<file path="config.mk">
export PLATFORM = sky130hd
export DESIGN_NAME = imm_stage
export DESIGN_NICKNAME = d
export VERILOG_FILES = /design/src/rtl/imm_pkg.sv /design/src/rtl/imm_decode.sv /design/src/rtl/imm_stage.sv
export SDC_FILE = /design/constraint.sdc
export NUM_CORES = 1
export LEC_CHECK = 0
export BUFFER_PORTS_ARGS = -buffer_cell sky130_fd_sc_hd__buf_2
export CAP_MARGIN = 20
export CORE_MARGIN = 3
export CORE_UTILIZATION = 51
export DETAILED_ROUTE_END_ITERATION = 6
export PLACE_DENSITY = 0.77
export SYNTH_ARGS = -nofsm -noshare
export SYNTH_HDL_FRONTEND = slang
export SYNTH_SLANG_ARGS = --single-unit
</file>
<file path="constraint.sdc">
create_clock -name i_clk -period 4.7 [get_ports i_clk]
set_input_delay 0.705 -clock i_clk [delete_from_list [all_inputs] [get_ports i_clk]]
set_output_delay 0.705 -clock i_clk [all_outputs]
set_load 0.01 [all_outputs]
</file>
<file path="src/rtl/imm_pkg.sv">
// Shared constants for the immediate-generation stage.
package imm_pkg;

    // One-hot format select width and bit positions.
    localparam int unsigned FMT_W  = 8;
    localparam int unsigned FMT_R  = 0;
    localparam int unsigned FMT_I  = 1;
    localparam int unsigned FMT_S  = 2;
    localparam int unsigned FMT_B  = 3;
    localparam int unsigned FMT_U  = 4;
    localparam int unsigned FMT_J  = 5;
    localparam int unsigned FMT_Z  = 6;
    localparam int unsigned FMT_SH = 7;

    // Supported output widths.
    localparam int unsigned XLEN_32 = 32;
    localparam int unsigned XLEN_64 = 64;

    function automatic bit xlen_legal(int unsigned xlen);
        return (xlen == XLEN_32) || (xlen == XLEN_64);
    endfunction

endpackage

</file>
<file path="src/rtl/imm_decode.sv">
// Combinational immediate extractor: instruction word + one-hot format -> XLEN immediate.
module imm_decode
    import imm_pkg::*;
#(
    parameter int unsigned XLEN = 32
) (
    input  logic [31:0]      i_inst,
    input  logic [FMT_W-1:0] i_format,
    output logic [XLEN-1:0]  o_imm,
    output logic             o_err
);

    logic        sgn;
    logic [31:0] imm_i, imm_s, imm_b, imm_u, imm_j;
    logic        unused_opcode;

    assign sgn = i_inst[31];
    // Opcode bits carry no immediate information in any format.
    assign unused_opcode = ^i_inst[6:0];

    // Build 32-bit forms; signed formats are then sign-extended to XLEN by cast.
    always_comb begin
        imm_i = {{20{sgn}}, i_inst[31:20]};
        imm_s = {{20{sgn}}, i_inst[31:25], i_inst[11:7]};
        imm_b = {{19{sgn}}, i_inst[31], i_inst[7], i_inst[30:25], i_inst[11:8], 1'b0};
        imm_u = {i_inst[31:12], 12'b0};
        imm_j = {{11{sgn}}, i_inst[31], i_inst[19:12], i_inst[20], i_inst[30:21], 1'b0};
    end

    // Select by format; more than one bit set is flagged and yields zero.
    always_comb begin
        o_imm = '0;
        o_err = 1'b0;
        if ((i_format & (i_format - FMT_W'(1))) != '0) begin
            o_err = 1'b1;
        end else begin
            unique case (i_format)
                FMT_W'(1) << FMT_R:  o_imm = '0;
                FMT_W'(1) << FMT_I:  o_imm = XLEN'($signed(imm_i));
                FMT_W'(1) << FMT_S:  o_imm = XLEN'($signed(imm_s));
                FMT_W'(1) << FMT_B:  o_imm = XLEN'($signed(imm_b));
                FMT_W'(1) << FMT_U:  o_imm = XLEN'($signed(imm_u));
                FMT_W'(1) << FMT_J:  o_imm = XLEN'($signed(imm_j));
                FMT_W'(1) << FMT_Z:  o_imm = XLEN'(i_inst[19:15]);
                FMT_W'(1) << FMT_SH: o_imm = (XLEN == XLEN_64) ? XLEN'(i_inst[25:20])
                                                                : XLEN'(i_inst[24:20]);
                default:             o_imm = '0;
            endcase
        end
    end

endmodule

</file>
<file path="src/rtl/imm_stage.sv">
// Registered immediate stage with valid/ready handshake and a one-entry skid buffer.
module imm_stage
    import imm_pkg::*;
#(
    parameter int unsigned XLEN  = 32,
    parameter int unsigned TAG_W = 32
) (
    input  logic             i_clk,
    input  logic             i_rst_n,
    input  logic             i_valid,
    output logic             o_ready,
    input  logic [31:0]      i_inst,
    input  logic [FMT_W-1:0] i_format,
    input  logic [TAG_W-1:0] i_tag,
    output logic             o_valid,
    input  logic             i_ready,
    output logic [XLEN-1:0]  o_immediate,
    output logic [TAG_W-1:0] o_tag,
    output logic             o_fmt_err
);

    if (!xlen_legal(XLEN)) begin : g_bad_xlen
        $fatal(1, "imm_stage: XLEN must be 32 or 64");
    end

    logic [XLEN-1:0]  dec_imm;
    logic             dec_err;

    logic [XLEN-1:0]  main_imm_q, main_imm_d, skid_imm_q, skid_imm_d;
    logic [TAG_W-1:0] main_tag_q, main_tag_d, skid_tag_q, skid_tag_d;
    logic             main_err_q, main_err_d, skid_err_q, skid_err_d;
    logic             main_valid_q, main_valid_d, skid_valid_q, skid_valid_d;
    logic             up_xfer, main_load;

    imm_decode #(
        .XLEN(XLEN)
    ) u_decode (
        .i_inst  (i_inst),
        .i_format(i_format),
        .o_imm   (dec_imm),
        .o_err   (dec_err)
    );

    assign o_ready     = ~skid_valid_q & i_rst_n;
    assign o_valid     = main_valid_q;
    assign o_immediate = main_imm_q;
    assign o_tag       = main_tag_q;
    assign o_fmt_err   = main_err_q;

    // Next state: main refills from skid first (FIFO order), otherwise from the input.
    always_comb begin
        main_imm_d   = main_imm_q;
        main_tag_d   = main_tag_q;
        main_err_d   = main_err_q;
        main_valid_d = main_valid_q;
        skid_imm_d   = skid_imm_q;
        skid_tag_d   = skid_tag_q;
        skid_err_d   = skid_err_q;
        skid_valid_d = skid_valid_q;

        up_xfer   = i_valid & o_ready;
        main_load = ~main_valid_q | i_ready;

        if (main_load) begin
            if (skid_valid_q) begin
                main_imm_d   = skid_imm_q;
                main_tag_d   = skid_tag_q;
                main_err_d   = skid_err_q;
                main_valid_d = 1'b1;
                skid_valid_d = 1'b0;
            end else begin
                main_valid_d = up_xfer;
                if (up_xfer) begin
                    main_imm_d = dec_imm;
                    main_tag_d = i_tag;
                    main_err_d = dec_err;
                end
            end
        end else if (up_xfer) begin
            skid_imm_d   = dec_imm;
            skid_tag_d   = i_tag;
            skid_err_d   = dec_err;
            skid_valid_d = 1'b1;
        end
    end

    // State registers with synchronous active-low reset clearing both entries.
    always_ff @(posedge i_clk) begin
        if (!i_rst_n) begin
            main_imm_q   <= '0;
            main_tag_q   <= '0;
            main_err_q   <= 1'b0;
            main_valid_q <= 1'b0;
            skid_imm_q   <= '0;
            skid_tag_q   <= '0;
            skid_err_q   <= 1'b0;
            skid_valid_q <= 1'b0;
        end else begin
            main_imm_q   <= main_imm_d;
            main_tag_q   <= main_tag_d;
            main_err_q   <= main_err_d;
            main_valid_q <= main_valid_d;
            skid_imm_q   <= skid_imm_d;
            skid_tag_q   <= skid_tag_d;
            skid_err_q   <= skid_err_d;
            skid_valid_q <= skid_valid_d;
        end
    end

endmodule

</file>
==> flow_metrics.env <==
export IMPL_grt_pass1_wl_um=24300
export IMPL_r2r_cells=5
export IMPL_crit_top_cell="a21oi_1"
export IMPL_arrival_ns=3.37
export IMPL_ys_ff_latch=132
export IMPL_syn_nets=742
export IMPL_synth_async_sr_flop_share=0
export IMPL_yosysTopAreaCell="dfxtp_1"
export IMPL_cts_inserted_buffers=17
export IMPL_crit_path_max_fanout=32
export IMPL_ant_nets=0
export IMPL_worst_slew_pin_slew_ns=0.976
export IMPL_die_y_um=112
export IMPL_numClockSinks=132
export IMPL_path_delay_family="compound AO/OA/AOI/OAI gates"
export IMPL_area_growth_syn_to_layout_pct=21.5
export IMPL_io_buffers=135
export IMPL_grt_total_usage=0.237
export IMPL_hpwlAfterDp_um=9700
export IMPL_synth_edf_count=0
export IMPL_fp_coreArea_um2=10900
export IMPL_num_rows=38
export IMPL_ys_warn_count=0
export IMPL_synthTopCellsByArea="dfxtp_1 46%, nand2_1 9.9%, mux2i_1 5.6%"
export IMPL_fin_crit_sh=0.660
export IMPL_ys_seq_area_frac=0.460
export IMPL_leakagePower_nw=3.11
export IMPL_whs_path_depth=2
export IMPL_cts_setup_buffers=0
export IMPL_n_antenna_cell=0
export IMPL_route_detailed_drc=0
export IMPL_max_clock_freq_ghz=0.322
export IMPL_wl_per_cell_um=16.2
export IMPL_clk_path_buf_depth=2
export IMPL_first_iter_violations=528
export IMPL_critPathLaunch="skid_valid_q"
export IMPL_reg2reg_from="skid_valid_q"
export IMPL_ys_flop_type="dfxtp_1"
export IMPL_max_stage_delay_ns=0.82
export IMPL_worst_path_buf_inv=0
export IMPL_max_cap_viol_count=0
export IMPL_io_pin_count=143
export IMPL_final_max_slew_viol_count=0
export IMPL_hold_violations=0
export IMPL_drt_first_pass_iters=5
export IMPL_nNetsFinal=845
export IMPL_die_w_um=112
export IMPL_via_per_inst=5.80
export IMPL_routabilityCongestion=0.843
export IMPL_crit_cells=5
export IMPL_avgSynthCellArea_um2=8.62
export IMPL_clockRootBuffer="clkbuf_16"
export IMPL_synth_area_um2=5740
export IMPL_tns_ns=0
export IMPL_drive_gt1_frac=0.233
export IMPL_cts_resized_gates=0
export IMPL_hold_path_class="flip-flop to flip-flop"
export IMPL_period_needed_ns=3.10
export IMPL_crit_slowest_cell="dfxtp_2"
export IMPL_start_util=0.525
export IMPL_grt_max_degree=98
export IMPL_status="finished clean"
export IMPL_num_vias=5334
export IMPL_clock_skew_ns=0.00692
export IMPL_startpoint_type="flip-flop"
export IMPL_gr_total_overflow=0
export IMPL_dieArea_um2=12600
export IMPL_total_power_mw=2.66
export IMPL_ff2ff_setup_slack_ns=1.60
export IMPL_routed_wl_um=14900
export IMPL_power_per_cell_area_nw_per_um2=382
export IMPL_clk_latency_ns=0.42
export IMPL_worstPathCellList="a21oi_1 > nor2_4 > nand2_1 > a21oi_1 > a21oi_1"
export IMPL_hold_path_startpoint="o_immediate[13]"
export IMPL_cp_data_required_time_ns=4.97
export IMPL_setup_violations=0
export IMPL_critPathKind="flip-flop to flip-flop"
export IMPL_maxSlewHeadroom=0.349
export IMPL_yosysUniqueCellTypes=48
export IMPL_irDropWorstVdd_v=0.000268
export IMPL_ctsHoldBuffers=0
export IMPL_rsz0062_at_grt="false"
export IMPL_clk_pin_slew_worst_paths_ns=0.05
export IMPL_yosys_area_top_type_share=0.460
export IMPL_end_kind="flip-flop"
export IMPL_synthCells=666
export IMPL_cts_tree="yes"
export IMPL_cts_htree_levels=4
export IMPL_grt_pass1_vias=5034
export IMPL_antenna_found_initial=0
[final timing paths]
check | to
max | o_immediate[22]
min | o_immediate[13]
max reg2reg | o_immediate[22]
min reg2reg | o_immediate[13]
[where the power goes]
| group | switching, mW | total (mW) | internal, mW | leakage (nW) |
|---|---|---|---|---|
| Sequential | 0.0251 | 1.19 | 1.17 | 1.08 |
| Combinational | 0.148 | 0.252 | 0.104 | 1.77 |
| Clock | 0.456 | 1.22 | 0.764 | 0.271 |
| Total | 0.629 | 2.66 | 2.03 | 3.11 |
[per-layer routing]
layer,share of wire,vias to the layer above,track usage
met1,0.42,2545,0.302
met5,0,-,0
met4,0.016,0,0.0825
met2,0.46,215,0.375
met3,0.097,21,0.0841
li1,-,2553,-
[cells by family (layout without fill, tap and decap cells)]
| kind of cell | Yosys count | count (layout) | share of synthesized area |
|---|---|---|---|
| compound gates | 213 | 213 | 0.257 |
| simple gates | 224 | 224 | 0.175 |
| mux | 32 | 32 | 0.0558 |
| flops | 132 | 132 | 0.460 |
| buf+inv | 60 | 174 | 0.0436 |
| xor+xnor | 5 | 5 | 0.00763 |
[worst min-delay path: stages (launching register included)]
cell and delay (ns):
dfxtp_1 0.32, nand2_1 0.06, o21ai_2 0.04
[placed cells by master (no fill, tap or decap), drive strengths merged, types with 2 or more instances in the layout]
cell type    n
nand3       20
o21ai       45
a31oi        6
and3         5
dfxtp      132
a32o         5
buf        143
a21boi      38
a21oi       51
or4          2
and2         3
o211a       32
o2bb2ai      6
clkbuf      27
clkinv       2
xor2         4
nand2      151
nor3         2
nor4b        2
nor4         5
a22o         6
mux2i       32
o21a         7
o211ai      11
nor2        14
nor2b        2
or3         11
[through the flow]
step	hold WS [ns]	area, um^2	cells	worst slack (ns)	util
CTS	0.454	6970	920	1.59	0.638
global placement	0.433	6410	889	1.54	0.586
global route	0.462	6970	920	1.22	0.638
detailed placement	0.441	6420	890	1.47	0.587
finish	0.449	6970	920	1.60	0.638
floorplan	0.441	5740	666	2.54	-
[state kept, by name, summed over array words and instances (netlist names)]
| signal | count |
|---|---|
| skid_err_q | 1 |
| o_tag | 32 |
| skid_valid_q | 1 |
| o_valid | 1 |
| skid_tag_q | 32 |
| skid_imm_q | 32 |
| o_immediate | 32 |
| o_fmt_err | 1 |
[cells in the mapped netlist, drive strengths merged, types with 2 or more instances]
master   count
nor3         2
o211a       32
mux2i       32
o211ai      11
dfxtp      132
nand3       20
and3         5
o21ai       45
clkbuf      43
nand2      151
a31oi        6
a21boi      38
o21a         7
and2         3
a21oi       51
or4          2
or3         11
a22o         6
nor2b        2
xor2         4
nor4         5
nor4b        2
nor2        14
a32o         5
o2bb2ai      6
buf         16
[cell type report]
cell class | instances | area (um^2)
clock buffer | 27 | 533
tap | 140 | 175
inverter | 1 | 3.75
timing repair buffer | 143 | 738
fill | 927 | 3960
clock inverter | 3 | 17.5
sequential | 132 | 2640
multi-input combinational | 474 | 2860
(Power assumes the default switching activity.)
